--- config.mk ---
export PLATFORM = sky130hd
export DESIGN_NAME = lsu_ctrl_flat
export DESIGN_NICKNAME = d
export VERILOG_FILES = /design/src/rtl/lsu_ctrl_if.sv /design/src/rtl/lsu_ctrl.sv /design/src/flat_wrapper.sv
export SDC_FILE = /design/constraint.sdc
export NUM_CORES = 1
export LEC_CHECK = 0
export CELL_PAD_IN_SITES_DETAIL_PLACEMENT = 0
export CELL_PAD_IN_SITES_GLOBAL_PLACEMENT = 1
export CORE_ASPECT_RATIO = 1.25
export CORE_MARGIN = 2
export CORE_UTILIZATION = 36
export CTS_CLUSTER_DIAMETER = 150
export CTS_CLUSTER_SIZE = 16
export DETAILED_ROUTE_END_ITERATION = 8
export HOLD_SLACK_MARGIN = 0.06
export PLACE_DENSITY = 0.86
export SLEW_MARGIN = 10
export SYNTH_ARGS = -nofsm -noshare
export SYNTH_HDL_FRONTEND = slang
export SYNTH_SLANG_ARGS = --single-unit
--- constraint.sdc ---
create_clock -name clk -period 6.7 [get_ports clk]
set_input_delay 1.34 -clock clk [delete_from_list [all_inputs] [get_ports clk]]
set_output_delay 1.34 -clock clk [all_outputs]
set_load 0.01 [all_outputs]
--- src/rtl/lsu_ctrl_if.sv ---
`default_nettype none
// ============================================================================
//  Module   : lsu_ctrl_if
//  Purpose  : Pipeline request and word-memory bus bundle for lsu_ctrl.
//  Revision : 1.0  initial release
// ============================================================================
interface lsu_ctrl_if;
    logic        req;
    logic [2:0]  req_op;
    logic [31:0] req_addr;
    logic [31:0] req_wdata;
    logic [31:0] req_pc;
    logic        busy;
    logic        done;
    logic [31:0] rdata;
    logic        addr_err;
    logic [31:0] mem_addr;
    logic        mem_we;
    logic [31:0] mem_wdata;
    logic [31:0] mem_pc;
    logic [31:0] mem_rdata;

    modport master (
        output req, req_op, req_addr, req_wdata, req_pc, mem_rdata,
        input  busy, done, rdata, addr_err, mem_addr, mem_we, mem_wdata, mem_pc
    );

    modport slave (
        input  req, req_op, req_addr, req_wdata, req_pc, mem_rdata,
        output busy, done, rdata, addr_err, mem_addr, mem_we, mem_wdata, mem_pc
    );
endinterface
`default_nettype wire

--- src/rtl/lsu_ctrl.sv ---
`default_nettype none
// ============================================================================
//  Module   : lsu_ctrl
//  Purpose  : Load/store unit controller over a word-wide memory; sub-word
//             stores are done as read-modify-write.
//  Revision : 1.0  initial release
// ============================================================================
module lsu_ctrl #(
    parameter bit CHECK_ALIGN = 1'b1
) (
    input  wire logic clk,
    input  wire logic reset,
    lsu_ctrl_if.slave bus
);
    typedef enum logic [1:0] {
        IDLE  = 2'd0,
        READ  = 2'd1,
        WRITE = 2'd2,
        DONE  = 2'd3
    } state_t;

    localparam logic [2:0] OP_LW  = 3'd0;
    localparam logic [2:0] OP_LH  = 3'd1;
    localparam logic [2:0] OP_LHU = 3'd2;
    localparam logic [2:0] OP_LB  = 3'd3;
    localparam logic [2:0] OP_LBU = 3'd4;
    localparam logic [2:0] OP_SW  = 3'd5;
    localparam logic [2:0] OP_SH  = 3'd6;
    localparam logic [2:0] OP_SB  = 3'd7;

    state_t      state_q, state_d;
    logic [2:0]  op_q, op_d;
    logic [31:0] addr_q, addr_d;
    logic [31:0] wdata_q, wdata_d;
    logic [31:0] pc_q, pc_d;
    logic [31:0] buf_q, buf_d;
    logic [31:0] rdata_q, rdata_d;
    logic        addr_err_q, addr_err_d;

    logic        w_req_word, w_req_half, w_misaligned;
    logic [31:0] w_req_addr_clr;
    logic [31:0] w_lane, w_load_data;
    logic [31:0] w_lane_mask, w_merge_data, w_store_word;

    // Offending low bits are cleared up front; with alignment checking on,
    // only aligned requests ever reach the clearing path, so it is a no-op.
    always_comb begin
        w_req_word     = (bus.req_op == OP_LW) || (bus.req_op == OP_SW);
        w_req_half     = (bus.req_op == OP_LH) || (bus.req_op == OP_LHU) || (bus.req_op == OP_SH);
        w_misaligned   = (w_req_word && (bus.req_addr[1:0] != 2'b00)) ||
                         (w_req_half && bus.req_addr[0]);
        w_req_addr_clr = bus.req_addr;
        if (w_req_word) begin
            w_req_addr_clr[1:0] = 2'b00;
        end else if (w_req_half) begin
            w_req_addr_clr[0] = 1'b0;
        end
    end

    always_comb begin
        w_lane = bus.mem_rdata >> {addr_q[1:0], 3'b000};
        unique case (op_q)
            OP_LH:   w_load_data = {{16{w_lane[15]}}, w_lane[15:0]};
            OP_LHU:  w_load_data = {16'h0000, w_lane[15:0]};
            OP_LB:   w_load_data = {{24{w_lane[7]}}, w_lane[7:0]};
            OP_LBU:  w_load_data = {24'h000000, w_lane[7:0]};
            default: w_load_data = bus.mem_rdata;
        endcase
    end

    // Store data is replicated across all lanes so the mask alone picks the lane.
    always_comb begin
        if (op_q == OP_SH) begin
            w_lane_mask  = 32'h0000_FFFF << {addr_q[1], 4'b0000};
            w_merge_data = {2{wdata_q[15:0]}};
        end else begin
            w_lane_mask  = 32'h0000_00FF << {addr_q[1:0], 3'b000};
            w_merge_data = {4{wdata_q[7:0]}};
        end
        w_store_word = (op_q == OP_SW) ? wdata_q
                                       : ((buf_q & ~w_lane_mask) | (w_merge_data & w_lane_mask));
    end

    always_comb begin
        state_d    = state_q;
        op_d       = op_q;
        addr_d     = addr_q;
        wdata_d    = wdata_q;
        pc_d       = pc_q;
        buf_d      = buf_q;
        rdata_d    = rdata_q;
        addr_err_d = addr_err_q;
        unique case (state_q)
            IDLE: begin
                if (bus.req) begin
                    op_d    = bus.req_op;
                    wdata_d = bus.req_wdata;
                    pc_d    = bus.req_pc;
                    if (CHECK_ALIGN && w_misaligned) begin
                        addr_d     = bus.req_addr;
                        rdata_d    = 32'h0;
                        addr_err_d = 1'b1;
                        state_d    = DONE;
                    end else begin
                        addr_d  = w_req_addr_clr;
                        state_d = (bus.req_op == OP_SW) ? WRITE : READ;
                    end
                end
            end
            READ: begin
                buf_d = bus.mem_rdata;
                if ((op_q == OP_SH) || (op_q == OP_SB)) begin
                    state_d = WRITE;
                end else begin
                    rdata_d    = w_load_data;
                    addr_err_d = 1'b0;
                    state_d    = DONE;
                end
            end
            WRITE: begin
                rdata_d    = 32'h0;
                addr_err_d = 1'b0;
                state_d    = DONE;
            end
            default: state_d = IDLE;
        endcase
    end

    always_ff @(posedge clk or posedge reset) begin
        if (reset) begin
            state_q    <= IDLE;
            op_q       <= 3'd0;
            addr_q     <= 32'h0;
            wdata_q    <= 32'h0;
            pc_q       <= 32'h0;
            buf_q      <= 32'h0;
            rdata_q    <= 32'h0;
            addr_err_q <= 1'b0;
        end else begin
            state_q    <= state_d;
            op_q       <= op_d;
            addr_q     <= addr_d;
            wdata_q    <= wdata_d;
            pc_q       <= pc_d;
            buf_q      <= buf_d;
            rdata_q    <= rdata_d;
            addr_err_q <= addr_err_d;
        end
    end

    assign bus.busy      = (state_q != IDLE);
    assign bus.done      = (state_q == DONE);
    assign bus.rdata     = rdata_q;
    assign bus.addr_err  = addr_err_q;
    assign bus.mem_addr  = {addr_q[31:2], 2'b00};
    assign bus.mem_we    = (state_q == WRITE);
    assign bus.mem_wdata = w_store_word;
    assign bus.mem_pc    = pc_q;
endmodule
`default_nettype wire

--- src/flat_wrapper.sv ---
// flat-port wrapper written by rule: the top's interface ports become plain ports
module lsu_ctrl_flat 
#(
    parameter bit CHECK_ALIGN = 1'b1
)
  (clk, reset, bus_req, bus_req_op, bus_req_addr, bus_req_wdata, bus_req_pc, bus_mem_rdata, bus_busy, bus_done, bus_rdata, bus_addr_err, bus_mem_addr, bus_mem_we, bus_mem_wdata, bus_mem_pc);
  lsu_ctrl_if bus_i ();
  input  wire logic clk;
  input  wire logic reset;
  input wire logic [$bits(bus_i.req)-1:0] bus_req;
  input wire logic [$bits(bus_i.req_op)-1:0] bus_req_op;
  input wire logic [$bits(bus_i.req_addr)-1:0] bus_req_addr;
  input wire logic [$bits(bus_i.req_wdata)-1:0] bus_req_wdata;
  input wire logic [$bits(bus_i.req_pc)-1:0] bus_req_pc;
  input wire logic [$bits(bus_i.mem_rdata)-1:0] bus_mem_rdata;
  output wire logic [$bits(bus_i.busy)-1:0] bus_busy;
  output wire logic [$bits(bus_i.done)-1:0] bus_done;
  output wire logic [$bits(bus_i.rdata)-1:0] bus_rdata;
  output wire logic [$bits(bus_i.addr_err)-1:0] bus_addr_err;
  output wire logic [$bits(bus_i.mem_addr)-1:0] bus_mem_addr;
  output wire logic [$bits(bus_i.mem_we)-1:0] bus_mem_we;
  output wire logic [$bits(bus_i.mem_wdata)-1:0] bus_mem_wdata;
  output wire logic [$bits(bus_i.mem_pc)-1:0] bus_mem_pc;
  assign bus_i.req = bus_req;
  assign bus_i.req_op = bus_req_op;
  assign bus_i.req_addr = bus_req_addr;
  assign bus_i.req_wdata = bus_req_wdata;
  assign bus_i.req_pc = bus_req_pc;
  assign bus_i.mem_rdata = bus_mem_rdata;
  assign bus_busy = bus_i.busy;
  assign bus_done = bus_i.done;
  assign bus_rdata = bus_i.rdata;
  assign bus_addr_err = bus_i.addr_err;
  assign bus_mem_addr = bus_i.mem_addr;
  assign bus_mem_we = bus_i.mem_we;
  assign bus_mem_wdata = bus_i.mem_wdata;
  assign bus_mem_pc = bus_i.mem_pc;
  lsu_ctrl #(.CHECK_ALIGN(CHECK_ALIGN)) u_core (.clk(clk), .reset(reset), .bus(bus_i));
endmodule
==> impl_metrics.yaml, run 1 <==
grt:
  antenna_found_initial: 0
  grt_overflow_total: 0
  grt_pass1_vias: 6451
  grt_usage_pct: 19.5
  grt_pass1_wl_um: 37000
  grt_max_degree: 70
outcome:
  status: "finished clean"
layout:
  fillerInstances: 2021
  layout-area-overhead-vs-synth_pct: 38.5
  design_area_um2: 11400
  antennaDiodeCount: 0
  drive_above_1_share_pct: 22.8
  nets: 1041
yosys:
  ys_seq_elements: 166
  ys_seq_area_share_pct: 50.7
  synth_edf_count: 0
  netlist_area_um2: 8200
  syn_inst: 689
  synthArstFlopShare_pct: 100
  yosys_most_used_dff: "dfrtp_1"
  yosys_warnings: 0
  synth_cell_types: 61
  syn-mean-instance-area_um2: 11.9
floorplan:
  dieArea_um2: 24000
  die_w_um: 139
  start_util_pct: 36.8
  fp.dieH_um: 173
  rows: 61
  core_um2: 22300
  io_pins: 266
timing:
  hold_violations: 0
  period_needed_ns: 5.20
  final.setup.tns_ns: 0
  period_share_pct: 77.6
  max-slew-margin-rel_pct: 30.8
  whs_ns: 0.476
  setup_viol: 0
  finalClockSkew_ns: 0.0127
  rsz0062_at_grt: "false"
  tightestPinTransition_ns: 1.04
  maxSlewViolCount: 0
  max_freq_ghz: 0.192
clock_tree:
  hold_buffers: 0
  cts_resized: 0
  tritoncts: "done"
  path_clk_slew_ns: 0.08
  cts_buffer_depth: 2
  cts_num_sinks: 166
  clock_latency_ns: 0.43
  clock-root-buffer: "clkbuf_16"
  post_cts_buffers: 0
  h-tree-depth: 4
  cts_inserted_buffers: 17
job:
  cap_violations: 0
place:
  portBuffers: 263
  place_area_um2: 10800
  finalWeightedCongestion: 0.902
  dp.final_hpwl_um: 17300
power_and_ir_drop:
  netSwitchingFraction_pct: 36.6
  internal_power_uw: 3830
  p_switching_uw: 2210
  combinationalPowerShare_pct: 51.9
  powerDensity_nw_per_um2: 532
  seq_power_share_pct: 31.5
  leakage_uw: 0.00474
  ir_drop_mv: 0.246
  p_clk_share_pct: 16.6
routing:
  drcViolationCount: 0
  vias: 6096
  first_pass_iters: 5
  ant_nets: 0
  first_iter_violations: 332
  drt-vias-per-instance: 5.08
  wl_um: 23400
  routedWlPerCell_um: 19.5
setup_path:
  required_ns: 5.36
  cp.arrival_ns: 3.86
  critPathKind: "reg -> out"
  ff2ff_setup_slack_ns: 3.67
  end_kind: "output pin"
  crit_fanout: 23
  startpoint_type: "flop"
min_path:
  hold_path.class: "reg -> reg"
critical path, cell delays in order (launching register included):
cell             delay, ns
dfrtp_1               0.75
nand3b_1              0.71
a21boi_1              1.04
mux2i_1               0.17
o21ai_0               0.20
clkdlybuf4s50_1       0.56
layout make-up:
type                       count  area, um2  share of cell area, %
multi-input combinational    439       3530                   31.1
clock inverter                14        163                   1.43
tap                          283        354                   3.12
inverter                       8       35.0                  0.308
clock buffer                  18        429                   3.78
sequential                   166       4150                   36.6
timing repair buffer         271       2690                   23.7
registers in the layout, summed over array words and instances, names as in the netlist:
signal and flops:
u_core.state_q 2, u_core.addr_q 32, u_core.op_q 3, u_core.buf_q 32, u_core.bus.addr_err 1, u_core.bus.mem_pc 32
u_core.bus.rdata 32, u_core.wdata_q 32
cells in the final DEF, fill, tap and decap left out, drive strengths merged, types with 4 or more instances in the layout:
cell | synthesis | final
or4 | 5 | 5
ha | 4 | 4
nor2 | 49 | 49
a21oi | 17 | 17
a22o | 9 | 9
a211oi | 23 | 23
a22oi | 8 | 8
nand2b | 4 | 4
clkdlybuf4s50 | 0 | 263
a32o | 6 | 6
inv | 8 | 16
mux2i | 21 | 21
buf | 50 | 8
a21boi | 4 | 4
a21o | 17 | 17
clkbuf | 26 | 18
mux2 | 145 | 145
o21ai | 41 | 41
dfrtp | 166 | 166
and2 | 6 | 6
nand2 | 42 | 42
cells in the mapped netlist, types with 2 or more instances:
library cell,number,area (um2)
o21ai_0,27,135
or4_1,5,37.5
o2111ai_2,2,30.0
a22oi_1,8,60.1
inv_1,8,30.0
nand2_1,42,158
ha_1,4,50.1
dfrtp_1,166,4150
buf_2,7,35.0
nand3b_1,2,15.0
nor3b_1,2,15.0
a32o_1,6,60.1
nand2b_1,4,25.0
and2_1,6,37.5
a31oi_1,3,18.8
clkbuf_8,2,27.5
a21oi_1,16,80.1
o21ai_1,4,20.0
o21ai_2,10,87.6
buf_6,5,56.3
and2b_2,3,26.3
a22o_1,9,78.8
a211oi_1,23,173
o211ai_1,2,15.0
clkbuf_1,23,86.3
a21boi_0,2,15.0
nor2_1,48,180
buf_1,2,7.51
a21o_1,17,128
buf_4,36,270
mux2i_1,21,210
mux2_2,145,1630
stage by stage:
| stage | worst slack [ns] | std cells | total power [uW] | utilization [%] |
|---|---|---|---|---|
| finish | 1.50 | 1199 | 6040 | 51.0 |
| global route | 1.13 | 1199 | 6440 | 51.0 |
| CTS | 1.52 | 1199 | 6110 | 51.0 |
| detailed placement | 2.01 | 1167 | 5070 | 48.3 |
| global placement | 2.05 | 1167 | 5030 | 48.3 |
| floorplan | 0.870 | 690 | 3780 | - |
worst paths after layout:
path                                 startpoint                     to  cells after the start
setup reg to reg               u_core.addr_q[0]   u_core.bus.rdata[27]                      5
max in group asynchronous                 reset      u_core.wdata_q[4]                      3
hold reg to reg            u_core.bus.rdata[19]   u_core.bus.rdata[19]                      2
hold / removal             u_core.bus.rdata[19]   u_core.bus.rdata[19]                      2
min in group asynchronous                 reset  u_core.bus.mem_pc[12]                      2
setup / recovery                 u_core.op_q[2]      bus_mem_wdata[16]                      5
routing by layer:
layer | track usage, % | vias up | share of wire (%)
met3 | 4.46 | 41 | 5.9
li1 | - | 2863 | -
met5 | 0 | - | 0
met2 | 32.3 | 217 | 49
met1 | 25.0 | 2975 | 43
met4 | 7.28 | 0 | 2.5
power by group through the flow:
stage                     clock network (uW)  logic (uW)  registers [uW]
final                                   1000        3130            1900
after floorplan                            0        1950            1830
after CTS                               1020        3180            1910
after detailed placement                   0        3150            1920
after global routing                    1070        3390            1980
after global placement                     0        3120            1910
logic make-up (layout without fill, tap and decap cells):
family	count (synthesis)	in the layout	share of synthesized area, %
other	1	2	0.0457
DFF	166	166	50.7
xor gates and xnor gates	1	1	0.107
muxes	166	166	22.5
adders and majority gates	4	4	0.611
buffers and inverters	85	311	6.50
and+or+nand+nor	124	124	7.20
AOI/OAI and AO/OA	142	142	12.4
Power figures use the tool's default switching activity.
==> run 2, diff against run 1 <==
CORE_UTILIZATION = 33   (was 36)
PLACE_DENSITY = 0.83   (was 0.86)
clock period = 4.41 ns   (was 6.7 ns; I/O delays follow)
==> run 2 against run 1 <==
Net effect:
- hold slack improved by 0.0015 ns
- die area up 8.9%
- register-to-register slack worse by 2.1 ns
- power grew 53%
- highest routed layer unchanged
- clock power up 53%
==> impl_metrics.yaml, run 2 (same netlist as run 1, synthesis figures left out) <==
timing:
  maxSlewViolCount: 0
  finalClockSkew_ns: 0.0117
  setup_viol: 0
  final.setup.tns_ns: 0
  period_needed_ns: 3.94
  max-slew-margin-rel_pct: 34.1
  hold_violations: 0
  tightestPinTransition_ns: 0.989
  max_freq_ghz: 0.254
  whs_ns: 0.478
  period_share_pct: 89.4
  rsz0062_at_grt: "false"
routing:
  wl_um: 23600
  first_pass_iters: 5
  routedWlPerCell_um: 18.8
  ant_nets: 0
  vias: 6132
  drcViolationCount: 0
  first_iter_violations: 434
  drt-vias-per-instance: 4.89
layout:
  fillerInstances: 2267
  layout-area-overhead-vs-synth_pct: 40.4
  final_common_cell: "clkdlybuf4s50_1"
  nets: 1049
  layout.cells.non_filler: 1253
  drive_above_1_share_pct: 23.5
  layout_common_cells: "263 x clkdlybuf4s50_1, 166 x dfrtp_1, 145 x mux2_2"
  antennaDiodeCount: 0
floorplan:
  io_pins: 266
  die_w_um: 145
  core_um2: 24400
  fp.dieH_um: 180
  start_util_pct: 33.6
  dieArea_um2: 26100
  rows: 64
setup_path:
  required_ns: 3.53
  startpoint_type: "flop"
  critPathKind: "reg -> out"
  cp.arrival_ns: 3.06
  crit_fanout: 21
  end_kind: "output pin"
clock_tree:
  h-tree-depth: 4
  path_clk_slew_ns: 0.07
  cts_resized: 0
  clock-root-buffer: "clkbuf_16"
  post_cts_buffers: 0
  clock_latency_ns: 0.42
  cts_inserted_buffers: 17
  hold_buffers: 0
  cts_buffer_depth: 2
  cts_num_sinks: 166
  tritoncts: "done"
place:
  finalWeightedCongestion: 0.869
  dpl.cell_count: 1222
  dp.final_hpwl_um: 17600
  portBuffers: 263
grt:
  grt_max_degree: 62
  grt_overflow_total: 0
  met3_usage_pct: 4.48
  antenna_found_initial: 0
  grt_usage_pct: 17.8
  grt_pass1_vias: 6258
  grt_use_met2_pct: 30.2
  met1_usage_pct: 22.4
  grt_pass1_wl_um: 36500
  top_usage_layer: "met2"
power_and_ir_drop:
  ir_drop_mv: 0.333
  powerDensity_nw_per_um2: 806
  leakage_uw: 0.00479
min_path:
  hold_path.class: "reg -> reg"
job:
  cap_violations: 0
outcome:
  status: "finished clean"
## run 2: per-layer routing
metal / share of wire, % / vias to the layer above / wire [um]
met5: 0 / - / 0
met4: 1.6 / 0 / 380
met3: 6.2 / 26 / 1460
met2: 49 / 212 / 11600
met1: 43 / 3019 / 10200
li1: - / 2875 / -
## run 2: worst max-delay path: stages (launching register included)
cell	delay, ns
dfrtp_1	0.61
nand3b_1	0.35
a21oi_2	0.64
nor2_1	0.12
a211oi_1	0.25
a21o_1	0.12
clkdlybuf4s50_1	0.56
## run 2: worst paths after layout
kind / from / end / slack [ns] / depth (start not counted)
min reg2reg: u_core.bus.rdata[29] / u_core.bus.rdata[29] / 0.48 / 2
max in group asynchronous: reset / u_core.buf_q[3] / 2.55 / 3
max reg2reg: u_core.addr_q[1] / u_core.bus.rdata[28] / 1.60 / 5
max: u_core.op_q[0] / bus_mem_wdata[12] / 0.47 / 6
min: u_core.bus.rdata[29] / u_core.bus.rdata[29] / 0.48 / 2
min in group asynchronous: reset / u_core.addr_q[24] / 0.99 / 2
## run 2: final cells by class
class | instances | area (um2) | share of cell area, %
sequential | 166 | 4150 | 36.1
multi-input combinational | 439 | 3530 | 30.7
timing repair buffer | 279 | 2780 | 24.1
clock buffer | 18 | 439 | 3.82
tap | 330 | 413 | 3.59
clock inverter | 13 | 160 | 1.39
inverter | 8 | 33.8 | 0.294
## run 2: report_power, final
group	switching (uW)	total, uW	internal, uW
clock	664	1530	869
combinational	2180	4890	2710
sequential	555	2840	2290
## run 2: metrics by stage
step / area (um2) / setup WS (ns) / util, % / power (uW)
finish: 11500 / 0.469 / 47.1 / 9270
global route: 11500 / 0.265 / 47.1 / 9820
CTS: 11500 / 0.497 / 47.1 / 9370
detailed placement: 10900 / 0.953 / 44.7 / 7780
global placement: 10900 / 0.975 / 44.7 / 7720
floorplan: 8210 / 1.42 / - / 5740
==> run 3, diff against run 2 <==
ABC_AREA = 1   (was unset)
CORE_UTILIZATION = 31   (was 33)
PLACE_DENSITY = 0.82   (was 0.83)
SKIP_LAST_GASP = 1   (was unset)
==> run 3 against run 2 <==
Net effect:
- utilization down 3.2 points
- sequential power down 7.0%
- final cell count up 18%
- count of clock-buffer cells in the layout up 2
- non-clock buffer count down 6
- final area down 1.0%
- worst setup slack better by 0.27 ns
- critical path depth unchanged
- sequential share of layout area up 0.38 points
- hold slack better by 0.0092 ns
- sequential cell count unchanged
- fmax up 7.4%
==> impl_metrics.yaml, run 3 <==
outcome:
  status: "finished clean"
clock_tree:
  post_cts_buffers: 0
  path_clk_slew_ns: 0.06
  hold_buffers: 0
  cts_num_sinks: 166
  h-tree-depth: 4
  cts_buffer_depth: 2
  clock_latency_ns: 0.43
  clock-root-buffer: "clkbuf_16"
  cts_resized: 0
  cts_inserted_buffers: 17
  tritoncts: "done"
power_and_ir_drop:
  powerDensity_nw_per_um2: 756
  p_total_uw: 8610
  leakage_uw: 0.00509
  ir_drop_mv: 0.445
yosys:
  synthArstFlopShare_pct: 100
  synthMuxAreaShare_pct: 8.58
  netlist_area_um2: 8140
  synth_top_cell_by_area: "dfrtp_1"
  syn-mean-instance-area_um2: 8.84
  ys_seq_elements: 166
  synth_top_area_share_pct: 51.0
  synth_edf_count: 0
  synthTopCellsByCount: "233 x nand2_1, 166 x dfrtp_1, 108 x o21ai_0"
  ys_seq_area_share_pct: 51.0
  yosys_warnings: 0
  synth_compound_area_share_pct: 13.7
  synth-xor-area-share_pct: 0
  yosys_most_used_dff: "dfrtp_1"
  ys_top_cells_by_area: "dfrtp_1 51%, nand2_1 11%, mux2_2 8.6%"
  synth_top_family_by_area: "simple AND/OR/NAND/NOR gates"
  yosys.area_share.simple_pct: 15.6
  synth_cell_types: 27
  syn_inst: 921
  synth.most_common_cell: "nand2_1"
  synth_fa_ha_area_share_pct: 0.615
timing:
  setup_viol: 0
  maxSlewViolCount: 0
  final.setup.tns_ns: 0
  period_share_pct: 83.2
  max_freq_ghz: 0.273
  finalClockSkew_ns: 0.00895
  period_needed_ns: 3.67
  hold_violations: 0
  rsz0062_at_grt: "false"
  max-slew-margin-rel_pct: 33.9
  tightestPinTransition_ns: 0.990
routing:
  first_iter_violations: 474
  first_pass_iters: 5
  ant_nets: 0
  wl_um: 25800
  drt-vias-per-instance: 4.65
  routedWlPerCell_um: 17.4
  vias: 6888
  drcViolationCount: 0
setup_path:
  cp.arrival_ns: 2.79
  crit_path_start: "u_core.op_q[2]"
  r2r-start: "u_core.state_q[1]"
  required_ns: 3.53
  crit_fanout: 19
  end_kind: "output pin"
  startpoint_type: "flop"
  critPathKind: "reg -> out"
floorplan:
  rows: 66
  fp.dieH_um: 185
  dieArea_um2: 27600
  start_util_pct: 31.4
  core_um2: 25900
  die_w_um: 149
  io_pins: 266
layout:
  final_util_pct: 43.9
  antennaDiodeCount: 0
  layout-area-overhead-vs-synth_pct: 39.9
  layout_common_cells: "263 x clkdlybuf4s50_1, 232 x nand2_1, 166 x dfrtp_1"
  final_common_cell: "clkdlybuf4s50_1"
  drive_above_1_share_pct: 10.4
  nets: 1268
grt:
  grt_usage_pct: 19.0
  grt_max_degree: 73
  antenna_found_initial: 0
  grt_overflow_total: 0
  grt_pass1_wl_um: 39800
  grt_pass1_vias: 7134
place:
  dp.final_hpwl_um: 19300
  portBuffers: 263
  finalWeightedCongestion: 0.871
min_path:
  hold_path.class: "reg -> reg"
  hp-start: "u_core.bus.rdata[0]"
job:
  cap_violations: 0
==> run 3: cell type report <==
cell class | count | area [um2]
Clock buffer | 20 | 457
Tap cell | 340 | 425
Inverter | 90 | 342
Clock inverter | 11 | 125
Fill cell | 2543 | 14500
Multi-Input combinational cell | 582 | 3140
Sequential cell | 166 | 4150
Timing Repair Buffer | 273 | 2750
==> run 3: layer usage <==
layer  track usage, %  vias to the layer above  wire length, um
met4             7.01                        0              592
met1             25.0                     3279            11300
met5                0                        -                0
met2             31.0                      201            12600
li1                 -                     3370                -
met3             3.69                       38             1270
==> run 3: stage by stage <==
stage	setup slack, ns	hold slack (ns)	cell area, um2	std cells
6_report	0.741	0.487	11400	1482
5_1_grt	0.521	0.512	11400	1482
4_1_cts	0.696	0.492	11400	1482
3_5_place_dp	1.18	0.476	10800	1451
3_3_place_gp	1.21	0.471	10800	1451
2_1_floorplan	1.42	0.454	8150	922
==> run 3: path summary, 6_finish.rpt <==
path / end / slack [ns] / cells past startpoint
setup reg to reg: u_core.bus.rdata[4] / 1.96 / 8
setup / recovery: bus_mem_wdata[23] / 0.74 / 6
max in group asynchronous: u_core.bus.rdata[25] / 2.49 / 3
hold reg to reg: u_core.bus.rdata[0] / 0.49 / 2
min in group asynchronous: u_core.wdata_q[22] / 1.02 / 2
hold / removal: u_core.bus.rdata[0] / 0.49 / 2
==> run 3: critical path: stages (launching register included) <==
cell,delay [ns]
dfrtp_1,0.52
nand3_4,0.25
nand2_1,0.14
nand2_1,0.32
o211ai_1,0.44
o21ai_0,0.18
clkdlybuf4s50_1,0.51
==> run 3: kinds of logic after synthesis <==
logic type,after synthesis
buffers and inverters,174
other,1
adders and majority gates,4
muxes,62
AOI/OAI and AO/OA,204
DFF,166
and+or+nand+nor,310
==> run 3: power breakdown <==
part / switching (uW) / internal (uW) / leakage (uW)
clock: 637 / 862 / 0.000271
sequential: 413 / 2220 / 0.00200
combinational: 2340 / 2140 / 0.00282
total: 3390 / 5230 / 0.00509
==> patch 1, RTL diff (config.mk and constraints of run 1) <==
`CHECK_ALIGN` is set to 1'b1 in 2 places; all go to 1'b0.
--- a/src/rtl/lsu_ctrl.sv
+++ b/src/rtl/lsu_ctrl.sv
@@ -7,5 +7,5 @@
 // ============================================================================
 module lsu_ctrl #(
-    parameter bit CHECK_ALIGN = 1'b1
+    parameter bit CHECK_ALIGN = 1'b0
 ) (
     input  wire logic clk,
--- a/src/flat_wrapper.sv
+++ b/src/flat_wrapper.sv
@@ -2,5 +2,5 @@
 module lsu_ctrl_flat 
 #(
-    parameter bit CHECK_ALIGN = 1'b1
+    parameter bit CHECK_ALIGN = 1'b0
 )
   (clk, reset, bus_req, bus_req_op, bus_req_addr, bus_req_wdata, bus_req_pc, bus_mem_rdata, bus_busy, bus_done, bus_rdata, bus_addr_err, bus_mem_addr, bus_mem_we, bus_mem_wdata, bus_mem_pc);
Formal check against the unedited RTL: not equivalent (Yosys sat finds a counterexample within 4 cycles, from zero or initial values and one cycle with reset high).
==> patch 1 against run 1 <==
- maximum frequency rose by 12%
- via count fell by 4.8%
- sequential cell count fell by 1
- wire length fell by 2.3%
- non-clock buffer count fell by 2
- final area fell by 2.8%
- synthesized cell count fell by 6.0%
- combinational power fell by 6.4%
- area after synthesis fell by 4.4%
- total power fell by 4.3%
- setup slack improved by 550 ps
- register-to-register slack improved by 140 ps
- critical endpoint is now bus_mem_wdata[12]
==> patch 1: results (changes against run 1) <==
<table>
<tr><th>Metric</th><th>Value</th></tr>
<tr><th colspan="2">Run status</th></tr>
<tr><td>Outcome</td><td>finished, final reports clean</td></tr>
<tr><th colspan="2">Global route</th></tr>
<tr><td>Number of global-route vias before repair</td><td>6051 (-6.2%)</td></tr>
<tr><td>Met1 layer usage reported by global route</td><td>0.252 (+0.00114)</td></tr>
<tr><td>Global routing met2 resource utilization</td><td>0.332 (+0.00938)</td></tr>
<tr><td>Met3 GRT Util</td><td>0.0587 (+0.0141)</td></tr>
<tr><td>Global routing usage summed across all routing layers</td><td>0.202 (+0.00699)</td></tr>
<tr><th colspan="2">Power</th></tr>
<tr><td>Static Leakage</td><td>4.53 nW (-4.4%)</td></tr>
<tr><td>Max VDD drop</td><td>214 uV (-13%)</td></tr>
<tr><th colspan="2">Worst setup path</th></tr>
<tr><td>Depth of the worst register-to-register path</td><td>4 (-1)</td></tr>
<tr><td>Reg-to-reg setup timing slack</td><td>3810 ps (+140 ps)</td></tr>
<tr><td>Reg-to-reg endpoint</td><td>u_core.bus.rdata[29]</td></tr>
<tr><td>Crit path largest cell delay</td><td>1110 ps (+70 ps)</td></tr>
<tr><th colspan="2">Place</th></tr>
<tr><td>Global placement routability congestion</td><td>0.846 (-6.1%)</td></tr>
<tr><th colspan="2">Logic synthesis</th></tr>
<tr><td>Xor/xnor share of the synthesized area</td><td>0.00335 (+0.00229)</td></tr>
<tr><td>Most numerous cell types in the synthesized netlist</td><td>dfrtp_1 (165), mux2_2 (138), nand2_1 (51)</td></tr>
<tr><td>Adder-Cell Fraction of Synth Area</td><td>0.00639 (+0.000283)</td></tr>
<tr><th colspan="2">Cells and area</th></tr>
<tr><td>Layout cell share with drive strength beyond 1</td><td>0.213 (-0.0149)</td></tr>
<tr><td>Final-stage net count</td><td>1002 (-3.7%)</td></tr>
<tr><th colspan="2">Timing</th></tr>
<tr><td>Relative slew margins</td><td>0.227 (-0.0811)</td></tr>
<tr><td>Maximum clock skew at final layout</td><td>13.8 ps (+1.12 ps)</td></tr>
<tr><th colspan="2">Hold path</th></tr>
<tr><td>Launch point of the worst hold path</td><td>u_core.bus.rdata[5]</td></tr>
<tr><td>Worst-case hold path end point</td><td>u_core.bus.rdata[5]</td></tr>
<tr><th colspan="2">Route</th></tr>
<tr><td>Average wire length per cell after detail routing</td><td>19.8 um (+1.3%)</td></tr>
<tr><td>Detailed Route Iter0 Violations</td><td>324 (-2.4%)</td></tr>
<tr><td>Total iterations of the first detailed-routing run</td><td>4 (-1)</td></tr>
<tr><td>DRT met1 WL</td><td>9260 um (-7.7%)</td></tr>
<tr><td>Met3 routed WL</td><td>1610 um (+16%)</td></tr>
</table>
patch 1: changes by cell type after synthesis, moves of 11 or more:
cell	change
a21o_1	-17
nor2_1	-33
a211oi_1	-23
o21ai_0	+15
o21ai_1	+17
mux2i_1	+11
patch 1: worst max-delay path by stage:
stage / startpoint / endpoint / depth (start not counted) / slack (ps)
after global routing: u_core.op_q[2] / bus_mem_wdata[15] / 5 / 1790
after detailed placement: u_core.op_q[2] / bus_mem_wdata[15] / 5 / 2510
after global placement: u_core.addr_q[0] / bus_mem_wdata[13] / 4 / 2540
after CTS: u_core.op_q[2] / bus_mem_wdata[15] / 5 / 2030
after floorplan: reset / u_core.addr_q[0] / 1 / 900
final: u_core.addr_q[0] / bus_mem_wdata[12] / 4 / 2050
patch 1: where the power goes:
group	leakage (nW)	total [mW]	internal [mW]	switching [mW]
registers	1.99	1.87	1.48	0.393
logic	2.26	2.93	1.64	1.29
clock network	0.281	0.981	0.537	0.445
patch 1: per-stage QoR:
step | hold slack (ps) | power [mW] | cell area, um^2 | cells
6_report | 476 | 5.78 | 11000 | 1156
5_1_grt | 507 | 6.14 | 11000 | 1156
4_1_cts | 481 | 5.84 | 11000 | 1156
3_5_place_dp | 465 | 4.83 | 10500 | 1124
3_3_place_gp | 462 | 4.79 | 10500 | 1124
2_1_floorplan | 472 | 3.54 | 7840 | 650
patch 1: final cells by class:
| class | instances | area [um^2] |
|---|---|---|
| Timing Repair Buffer | 269 | 2680 |
| Tap cell | 279 | 349 |
| Inverter | 8 | 35.0 |
| Clock buffer | 19 | 443 |
| Clock inverter | 13 | 140 |
| Sequential cell | 165 | 4130 |
| Multi-Input combinational cell | 403 | 3260 |
| Fill cell | 2000 | 10400 |
==> patch 2, RTL diff (flow settings as in run 1) <==
Made on the original files. Encoding of `state_t`: now one-hot (4 bits for 4 states).
--- a/src/rtl/lsu_ctrl.sv
+++ b/src/rtl/lsu_ctrl.sv
@@ -13,9 +13,9 @@
     lsu_ctrl_if.slave bus
 );
-    typedef enum logic [1:0] {
-        IDLE  = 2'd0,
-        READ  = 2'd1,
-        WRITE = 2'd2,
-        DONE  = 2'd3
+    typedef enum logic [3:0] {
+        IDLE  = 4'b0001,
+        READ  = 4'b0010,
+        WRITE = 4'b0100,
+        DONE  = 4'b1000
     } state_t;
 
Check against the original RTL: same outputs for any inputs over 4 cycles, from zero or initial values and one cycle with reset high; so few cycles prove little.
==> patch 2 against run 1 <==
- final area down 1.5%
- setup slack better by 89 ps
- area after synthesis down 2.9%
- total power down 2.5%
- global-route usage up 0.52 points
- clock power down 5%
- count of clock-buffer cells in the layout up 1
- sequential share of layout area up 1.0 points
- sequential cell count up 2
- cell count down 3.8%
- wire length down 0.57%
==> patch 2: results (changes against run 1) <==
<table>
<tr><th>Metric</th><th>Value</th></tr>
<tr><th colspan="2">Run status</th></tr>
<tr><td>Outcome</td><td>finished, final reports clean</td></tr>
<tr><th colspan="2">Cells and area</th></tr>
<tr><td>Fraction of the core area covered by cells at the end of the flow</td><td>0.517 (+0.00782)</td></tr>
<tr><td>Layout clock buffers</td><td>19 (+1)</td></tr>
<tr><td>Register area</td><td>4210 um^2 (+1.2%)</td></tr>
<tr><td>Number of combinational gates with multiple inputs</td><td>394 (-10%)</td></tr>
<tr><td>Area of combinational cells with multiple inputs</td><td>3340 um^2 (-5.4%)</td></tr>
<tr><td>Final-stage net count</td><td>994 (-4.5%)</td></tr>
<tr><th colspan="2">Power</th></tr>
<tr><td>Net switching power</td><td>2.12 mW (-4.2%)</td></tr>
<tr><td>Combinational gate power</td><td>3.03 mW (-3%)</td></tr>
<tr><td>Part of the power in registers</td><td>0.324 (+0.009)</td></tr>
<tr><th colspan="2">Logic synthesis</th></tr>
<tr><td>Synthesized-area fraction occupied by ao, oa, aoi and oai cells</td><td>0.122 (-0.00135)</td></tr>
<tr><td>Gate count of the mapped netlist</td><td>643 (-6.7%)</td></tr>
<tr><td>Seq/Total Area, Yosys</td><td>0.528 (+0.0215)</td></tr>
<tr><td>Adder-Cell Fraction of Synth Area</td><td>0 (-0.00611)</td></tr>
<tr><td>Most numerous cell types in the synthesized netlist</td><td>dfrtp_1 (167), mux2_2 (145), nor2_1 (47)</td></tr>
<tr><th colspan="2">Route</th></tr>
<tr><td>Met3 routed WL</td><td>1630 um (+17%)</td></tr>
<tr><td>Detailed Route Iter0 Violations</td><td>411 (+24%)</td></tr>
<tr><td>Routed wl met2</td><td>11400 um (+0.21%)</td></tr>
<tr><th colspan="2">Timing</th></tr>
<tr><td>Worst Max-Slew Pin Slew</td><td>1070 ps (+31.9 ps)</td></tr>
<tr><td>Maximum clock skew at final layout</td><td>12.0 ps (-0.659 ps)</td></tr>
<tr><th colspan="2">Place</th></tr>
<tr><td>Placed wire-length estimate after detailed placement</td><td>16900 um (-2.2%)</td></tr>
<tr><td>Global placement routability congestion</td><td>0.858 (-4.9%)</td></tr>
<tr><td>Placed Instance Area</td><td>10600 um^2 (-1.3%)</td></tr>
<tr><th colspan="2">Global route</th></tr>
<tr><td>Met1 layer usage reported by global route</td><td>0.255 (+0.00504)</td></tr>
<tr><td>Number of antenna violations at the first check in global routing</td><td>1 (+1)</td></tr>
<tr><td>Global routing usage summed across all routing layers</td><td>0.200 (+0.00518)</td></tr>
<tr><th colspan="2">Worst setup path</th></tr>
<tr><td>CP Max Fanout</td><td>17 (-26%)</td></tr>
</table>
patch 2: cell count changes after synthesis, moves of 7 or more:
cell	delta
o21ai_0	-8
o2bb2ai_1	+23
a21o_1	+7
clkbuf_1	+11
o21ai_2	-10
nand2_1	-27
patch 2: path summary, 6_finish.rpt:
path                                            from                   end  slack, ps  depth (start not counted)
worst max-delay path                  u_core.op_q[2]     bus_mem_wdata[26]       1590                          6
worst min-delay path            u_core.bus.rdata[31]  u_core.bus.rdata[31]        490                          1
worst max register to register     u_core.state_q[0]   u_core.bus.addr_err       3620                          7
worst min register to register  u_core.bus.rdata[31]  u_core.bus.rdata[31]        490                          1
max in group asynchronous                      reset     u_core.addr_q[15]       3730                          3
min in group asynchronous                      reset    u_core.wdata_q[30]       1480                          2
patch 2: kinds of logic after synthesis:
| kind of cell | count (synthesis) |
|---|---|
| mux | 171 |
| buf+inv | 82 |
| simple gates | 86 |
| xor+xnor | 1 |
| compound gates | 134 |
| other cells | 1 |
| flops | 168 |
